$ cat config.mk
export PLATFORM = sky130hd
export DESIGN_NAME = servant_wb_loader
export DESIGN_NICKNAME = d
export VERILOG_FILES = /design/src/rtl/servant_wb_loader_pkg.sv /design/src/rtl/servant_byte_packer.sv /design/src/rtl/servant_wb_loader.sv
export SDC_FILE = /design/constraint.sdc
export NUM_CORES = 1
export LEC_CHECK = 0
export CAP_MARGIN = 20
export CORE_MARGIN = 10
export CORE_UTILIZATION = 42
export CTS_CLUSTER_DIAMETER = 120
export DETAILED_ROUTE_END_ITERATION = 7
export PLACE_DENSITY_LB_ADDON = 0.12
export RECOVER_POWER = 50
export SLEW_MARGIN = 20
export SYNTH_ARGS = -nofsm -noshare
export SYNTH_HDL_FRONTEND = slang
export SYNTH_SLANG_ARGS = --single-unit
$ cat constraint.sdc
create_clock -name i_wb_clk -period 2.8 [get_ports i_wb_clk]
set_input_delay 0.42 -clock i_wb_clk [delete_from_list [all_inputs] [get_ports i_wb_clk]]
set_output_delay 0.42 -clock i_wb_clk [all_outputs]
set_load 0.01 [all_outputs]
$ cat src/rtl/servant_wb_loader_pkg.sv
// Shared types and constants for the servant Wishbone RAM loader.
package servant_wb_loader_pkg;

  typedef enum logic [2:0] {
    COLLECT,
    WRITE,
    VERIFY,
    FULL,
    DONE
  } state_t;

  localparam logic [3:0] SEL_NONE = 4'h0;
  localparam logic [3:0] SEL_ALL  = 4'hf;

  // Expand a 4-bit byte-lane select into a 32-bit bit mask.
  function automatic logic [31:0] lane_mask(input logic [3:0] sel);
    logic [31:0] m;
    for (int k = 0; k < 4; k++) begin
      m[8*k +: 8] = {8{sel[k]}};
    end
    return m;
  endfunction

endpackage

$ cat src/rtl/servant_byte_packer.sv
// Packs a byte stream little-endian into a 32-bit word with per-lane select and last flag.
module servant_byte_packer
  import servant_wb_loader_pkg::*;
(
  input  logic        clk_i,
  input  logic        rst_i,
  input  logic        accept_i,
  input  logic [7:0]  data_i,
  input  logic        last_i,
  input  logic        clear_i,
  output logic [31:0] dat_o,
  output logic [3:0]  sel_o,
  output logic        word_rdy_o,
  output logic        last_o
);

  logic [1:0]  idx_q, idx_d;
  logic [31:0] dat_q, dat_d;
  logic [3:0]  sel_q, sel_d;
  logic        last_q, last_d;
  logic [3:0]  lane;

  assign lane = 4'b0001 << idx_q;

  always_comb begin
    idx_d  = idx_q;
    dat_d  = dat_q;
    sel_d  = sel_q;
    last_d = last_q;
    if (clear_i) begin
      idx_d  = 2'd0;
      dat_d  = 32'h0;
      sel_d  = SEL_NONE;
      last_d = 1'b0;
    end else if (accept_i) begin
      dat_d[{idx_q, 3'b000} +: 8] = data_i;
      sel_d  = sel_q | lane;
      idx_d  = idx_q + 2'd1;
      last_d = last_i;
    end
  end

  // Word is ready when this byte fills the final lane or ends the image.
  assign word_rdy_o = accept_i && (((sel_q | lane) == SEL_ALL) || last_i);

  always_ff @(posedge clk_i or posedge rst_i) begin
    if (rst_i) begin
      idx_q  <= 2'd0;
      dat_q  <= 32'h0;
      sel_q  <= SEL_NONE;
      last_q <= 1'b0;
    end else begin
      idx_q  <= idx_d;
      dat_q  <= dat_d;
      sel_q  <= sel_d;
      last_q <= last_d;
    end
  end

  assign dat_o  = dat_q;
  assign sel_o  = sel_q;
  assign last_o = last_q;

endmodule

$ cat src/rtl/servant_wb_loader.sv
// Wishbone initiator filling servant RAM from a byte stream; holds the CPU in reset until loaded.
// Define SERVANT_LOADER_VERIFY_EN to read back and compare every written word.
module servant_wb_loader
  import servant_wb_loader_pkg::*;
#(
  parameter int unsigned depth = 256,
  parameter int unsigned aw    = $clog2(depth)
) (
  input  logic          i_wb_clk,
  input  logic          i_wb_rst,
  input  logic          i_valid,
  input  logic [7:0]    i_data,
  input  logic          i_last,
  output logic          o_ready,
  output logic [aw-3:0] o_wb_adr,
  output logic [31:0]   o_wb_dat,
  output logic [3:0]    o_wb_sel,
  output logic          o_wb_we,
  output logic          o_wb_cyc,
  input  logic [31:0]   i_wb_rdt,
  input  logic          i_wb_ack,
  output logic          o_done,
  output logic          o_overflow,
  output logic          o_err,
  output logic          o_cpu_rst
);

  localparam int unsigned AdrW  = aw - 2;
  localparam int unsigned Words = depth / 4;
  localparam logic [AdrW-1:0] LastAdr = AdrW'(Words - 1);

  state_t          state_q, state_d;
  logic [AdrW-1:0] adr_q, adr_d;
  logic            overflow_q, overflow_d;
  logic            err_q, err_d;
  logic            accept, pack_accept, advance;
  logic            word_rdy, pack_last;
  logic [31:0]     pack_dat;
  logic [3:0]      pack_sel;

  assign o_ready     = (state_q == COLLECT) || (state_q == FULL) || (state_q == DONE);
  assign accept      = i_valid && o_ready;
  assign pack_accept = accept && (state_q == COLLECT);

  servant_byte_packer u_packer (
    .clk_i      (i_wb_clk),
    .rst_i      (i_wb_rst),
    .accept_i   (pack_accept),
    .data_i     (i_data),
    .last_i     (i_last),
    .clear_i    (advance),
    .dat_o      (pack_dat),
    .sel_o      (pack_sel),
    .word_rdy_o (word_rdy),
    .last_o     (pack_last)
  );

  always_comb begin
    state_d    = state_q;
    adr_d      = adr_q;
    overflow_d = overflow_q;
    err_d      = err_q;
    advance    = 1'b0;
    unique case (state_q)
      COLLECT: if (word_rdy) state_d = WRITE;
      WRITE: begin
        if (i_wb_ack) begin
`ifdef SERVANT_LOADER_VERIFY_EN
          state_d = VERIFY;
`else
          advance = 1'b1;
`endif
        end
      end
      VERIFY: begin
`ifdef SERVANT_LOADER_VERIFY_EN
        if (i_wb_ack) begin
          if (((i_wb_rdt ^ pack_dat) & lane_mask(pack_sel)) != 32'h0) err_d = 1'b1;
          advance = 1'b1;
        end
`else
        state_d = COLLECT;
`endif
      end
      FULL: begin
        if (accept) begin
          overflow_d = 1'b1;
          if (i_last) state_d = DONE;
        end
      end
      DONE: if (accept) overflow_d = 1'b1;
      default: state_d = COLLECT;
    endcase
    // Word retired: the address saturates at the top of RAM instead of wrapping.
    if (advance) begin
      if (pack_last)             state_d = DONE;
      else if (adr_q == LastAdr) state_d = FULL;
      else                       state_d = COLLECT;
      if (adr_q != LastAdr) adr_d = adr_q + AdrW'(1);
    end
  end

  always_ff @(posedge i_wb_clk or posedge i_wb_rst) begin
    if (i_wb_rst) begin
      state_q    <= COLLECT;
      adr_q      <= '0;
      overflow_q <= 1'b0;
      err_q      <= 1'b0;
    end else begin
      state_q    <= state_d;
      adr_q      <= adr_d;
      overflow_q <= overflow_d;
      err_q      <= err_d;
    end
  end

`ifndef SERVANT_LOADER_VERIFY_EN
  logic unused_rdt;
  assign unused_rdt = ^i_wb_rdt;
`endif

  assign o_wb_cyc   = (state_q == WRITE) || (state_q == VERIFY);
  assign o_wb_we    = (state_q == WRITE);
  assign o_wb_adr   = adr_q;
  assign o_wb_dat   = pack_dat;
  assign o_wb_sel   = pack_sel;
  assign o_done     = (state_q == DONE);
  assign o_cpu_rst  = !o_done;
  assign o_overflow = overflow_q;
  assign o_err      = err_q;

endmodule

==> key figures <==
Timing
  – Final worst-path cycle share: 0.865
  – Slew Limit Fails: 0
  – Unrepaired setup endpoints after global routing: no
  – Clock skew: 0.00915 ns
  – Final Setup Violations: 0
  – Max Fclk: 413 MHz
  – Slew Limit Headroom: 0.218
  – Fin. Hold Viols: 0
  – Setup TNS: 0 ns
  – Final min period: 2.42 ns
  – Slew @ Worst Pin: 1.17 ns

Finish
  – Final #Nets: 291
  – Share of post-route cells with drive strength above 1: 0.0837
  – ANT cells: 0
  – Most frequent cells in the layout: dfrtp_1 (49), clkdlybuf4s50_1 (41), a22o_1 (33)
  – Commonest non-fill, non-tap cell in the layout: dfrtp_1
  – Layout overhead on the synthesized area: 35.8%
  – Post-Layout Cell Count: 309
  – Design Area, Final: 2940 um2

Global routing
  – Initial antenna violation count: 0
  – Largest net degree at the start of global routing: 50
  – All-layer global routing usage: 0.121
  – First-pass GRT wire length: 8290 um
  – Vias in the first global route: 1576
  – Remaining Overflow, GRT: 0

Floorplan
  – Initial Util: 0.430
  – Die Width: 91.8 um
  – Num ports: 94
  – Cell Rows: 26
  – Die footprint: 8430 um2
  – Area of the core: 5040 um2
  – Die Span Y: 91.8 um

Placement
  – Routability cong.: 0.814
  – Cell Area, Placed: 2840 um2
  – Placed cells: 301
  – Detail Placement HPWL: 3850 um
  – IO buf count: 60

Power
  – Pwr/cell area: 892 nW/um2
  – Sequential share of power: 0.398
  – Leak: 1.37 nW
  – Internal: 1.68 mW
  – Worst-case vdd ir drop: 0.487 mV
  – Total power: 2.62 mW
  – Switching part of the total power: 0.358
  – Combinational fraction of design power: 0.410
  – Sw Pwr: 0.939 mW
  – Clock Power Share: 0.192

Clocking
  – CTS tree: yes
  – Worst skew pair latency: 0.30 ns
  – Setup repair bufs after CTS: 0
  – H-tree level count: 2
  – Cts hold-fix bufs: 0
  – CTS buffer count: 5
  – # clock sinks: 49
  – Clock transition at the registers of the reported paths: 0.09 ns
  – Max Root-Sink Buffers: 2
  – Clk root buf: clkbuf_8
  – Resized Gates After CTS: 0

Routing
  – Vias per cell: 5.11
  – DRC violation count after routing: 0
  – Iter 0 DRT Violations: 68
  – Wire per inst: 16.6 um
  – Vias: 1578
  – DRT Wirelength: 5120 um
  – Pre-antenna DRT Iters: 4
  – Post-route ant nets: 0

Setup path
  – Critical Path End Type: flip-flop
  – CP arrival: 2.62 ns
  – CP max-delay cell: nor4bb_1
  – Worst path max stage delay: 0.69 ns
  – CP max FO: 8
  – WS Path Type: input pin to flip-flop
  – Critical Path RT: 3.00 ns
  – Cell breakdown of the critical path: dlygate4sd3_1, nor4bb_1, clkbuf_1, a21oi_1, a22o_1
  – Element type at the critical path start: input pin

Logic synthesis
  – Syn_area_per_cell: 12.4 um2
  – Yosys warns: 0
  – Synth Net Count: 228
  – Post-synthesis cell count: 175
  – Synth cell types: 34
  – Mapped Area: 2170 um2
  – Synthesis-stage register bit count: 49
  – Register area share after synthesis: 0.566

Run
  – Number of max-cap violations: 0

Outcome
  – Status: complete, no violations

Hold path
  – HP Class: flip-flop to flip-flop
## power groups by stage
stage	Combinational [mW]	Clock (mW)	Sequential [mW]
after global placement	1.10	0	1.06
after CTS	1.12	0.513	1.05
final	1.07	0.504	1.04
after detailed placement	1.12	0	1.06
after global routing	1.18	0.540	1.07
after floorplan	0.600	0	1.07
## flip-flops by register name, indices dropped and copies added, names as in the netlist
name             count
state_q              3
u_packer.last_o      1
o_overflow           1
u_packer.sel_o       4
o_wb_adr             6
u_packer.idx_q       2
u_packer.dat_o      32
## cell usage after synthesis, drive strengths merged
cell type / n / share of area
nor4bb: 1 / 0.0046
clkbuf: 1 / 0.0017
mux2: 4 / 0.021
nand2b: 1 / 0.0029
o22ai: 2 / 0.0058
a31oi: 1 / 0.0029
conb: 1 / 0.0017
xor2: 1 / 0.0040
nand3b: 2 / 0.0069
a21o: 1 / 0.0035
a22oi: 1 / 0.0035
nor3b: 1 / 0.0035
a22o: 33 / 0.13
nand3: 1 / 0.0023
inv: 6 / 0.010
and2: 2 / 0.0058
dfrtp: 49 / 0.57
ha: 8 / 0.046
nand2: 16 / 0.031
nor2: 8 / 0.014
xnor2: 1 / 0.0040
o21ai: 3 / 0.0069
or3: 2 / 0.0058
a21oi: 10 / 0.023
nor3: 3 / 0.0069
nor4b: 5 / 0.048
a32o: 1 / 0.0046
nand4: 3 / 0.0087
buf: 6 / 0.018
nor2b: 1 / 0.0029
## kinds of logic (layout without fill, tap and decap cells)
| group | Yosys count | after routing | synth area share |
|---|---|---|---|
| multiplexers | 4 | 4 | 0.0208 |
| AND/OR/NAND/NOR | 46 | 46 | 0.143 |
| flip-flops | 49 | 49 | 0.566 |
| adder cells (fa/ha/maj) | 8 | 8 | 0.0462 |
| XOR/XNOR | 2 | 2 | 0.00809 |
| AO/OA/AOI/OAI | 52 | 52 | 0.184 |
| buffers and inverters | 13 | 77 | 0.0300 |
| other | 1 | 1 | 0.00173 |
## worst max-delay path: cells and delay by family
family                 cells  cell delay [ns]
buffers and inverters      2             0.97
AND/OR/NAND/NOR            1             0.69
AO/OA/AOI/OAI              2             0.53
## per-stage QoR
| stage | hold slack (ns) | setup WS [ns] | util |
|---|---|---|---|
| final | 0.468 | 0.378 | 0.583 |
| after global routing | 0.475 | 0.241 | 0.583 |
| after CTS | 0.468 | 0.570 | 0.586 |
| after detailed placement | 0.447 | 0.405 | 0.563 |
| after global placement | 0.441 | 0.448 | 0.563 |
| after floorplan | 0.481 | 0.854 | - |
## final timing paths
kind | from | end | slack (ns) | cells after the start
max | i_wb_ack | u_packer.dat_o[19] | 0.38 | 5
min | o_overflow | o_overflow | 0.47 | 1
max reg2reg | state_q[1] | u_packer.dat_o[19] | 0.53 | 4
min reg2reg | o_overflow | o_overflow | 0.47 | 1
max in group asynchronous | i_wb_rst | o_wb_adr[2] | 1.16 | 3
min in group asynchronous | i_wb_rst | u_packer.dat_o[25] | 0.93 | 3
## final cells by class
| type | count | area [um2] |
|---|---|---|
| Clock buffer | 5 | 68.8 |
| Clock inverter | 3 | 46.3 |
| Fill cell | 462 | 2100 |
| Inverter | 6 | 22.5 |
| Multi-Input combinational cell | 113 | 872 |
| Sequential cell | 49 | 1230 |
| Tap cell | 70 | 87.6 |
| Timing Repair Buffer | 63 | 617 |
## layer usage
layer | global-route usage | share of wire | vias to the layer above
li1 | - | - | 773
met1 | 0.154 | 0.46 | 760
met2 | 0.181 | 0.45 | 38
met3 | 0.0530 | 0.077 | 7
met4 | 0.0386 | 0.011 | 0
met5 | 0 | 0 | -
No activity file was read; power rests on OpenSTA's default activity.
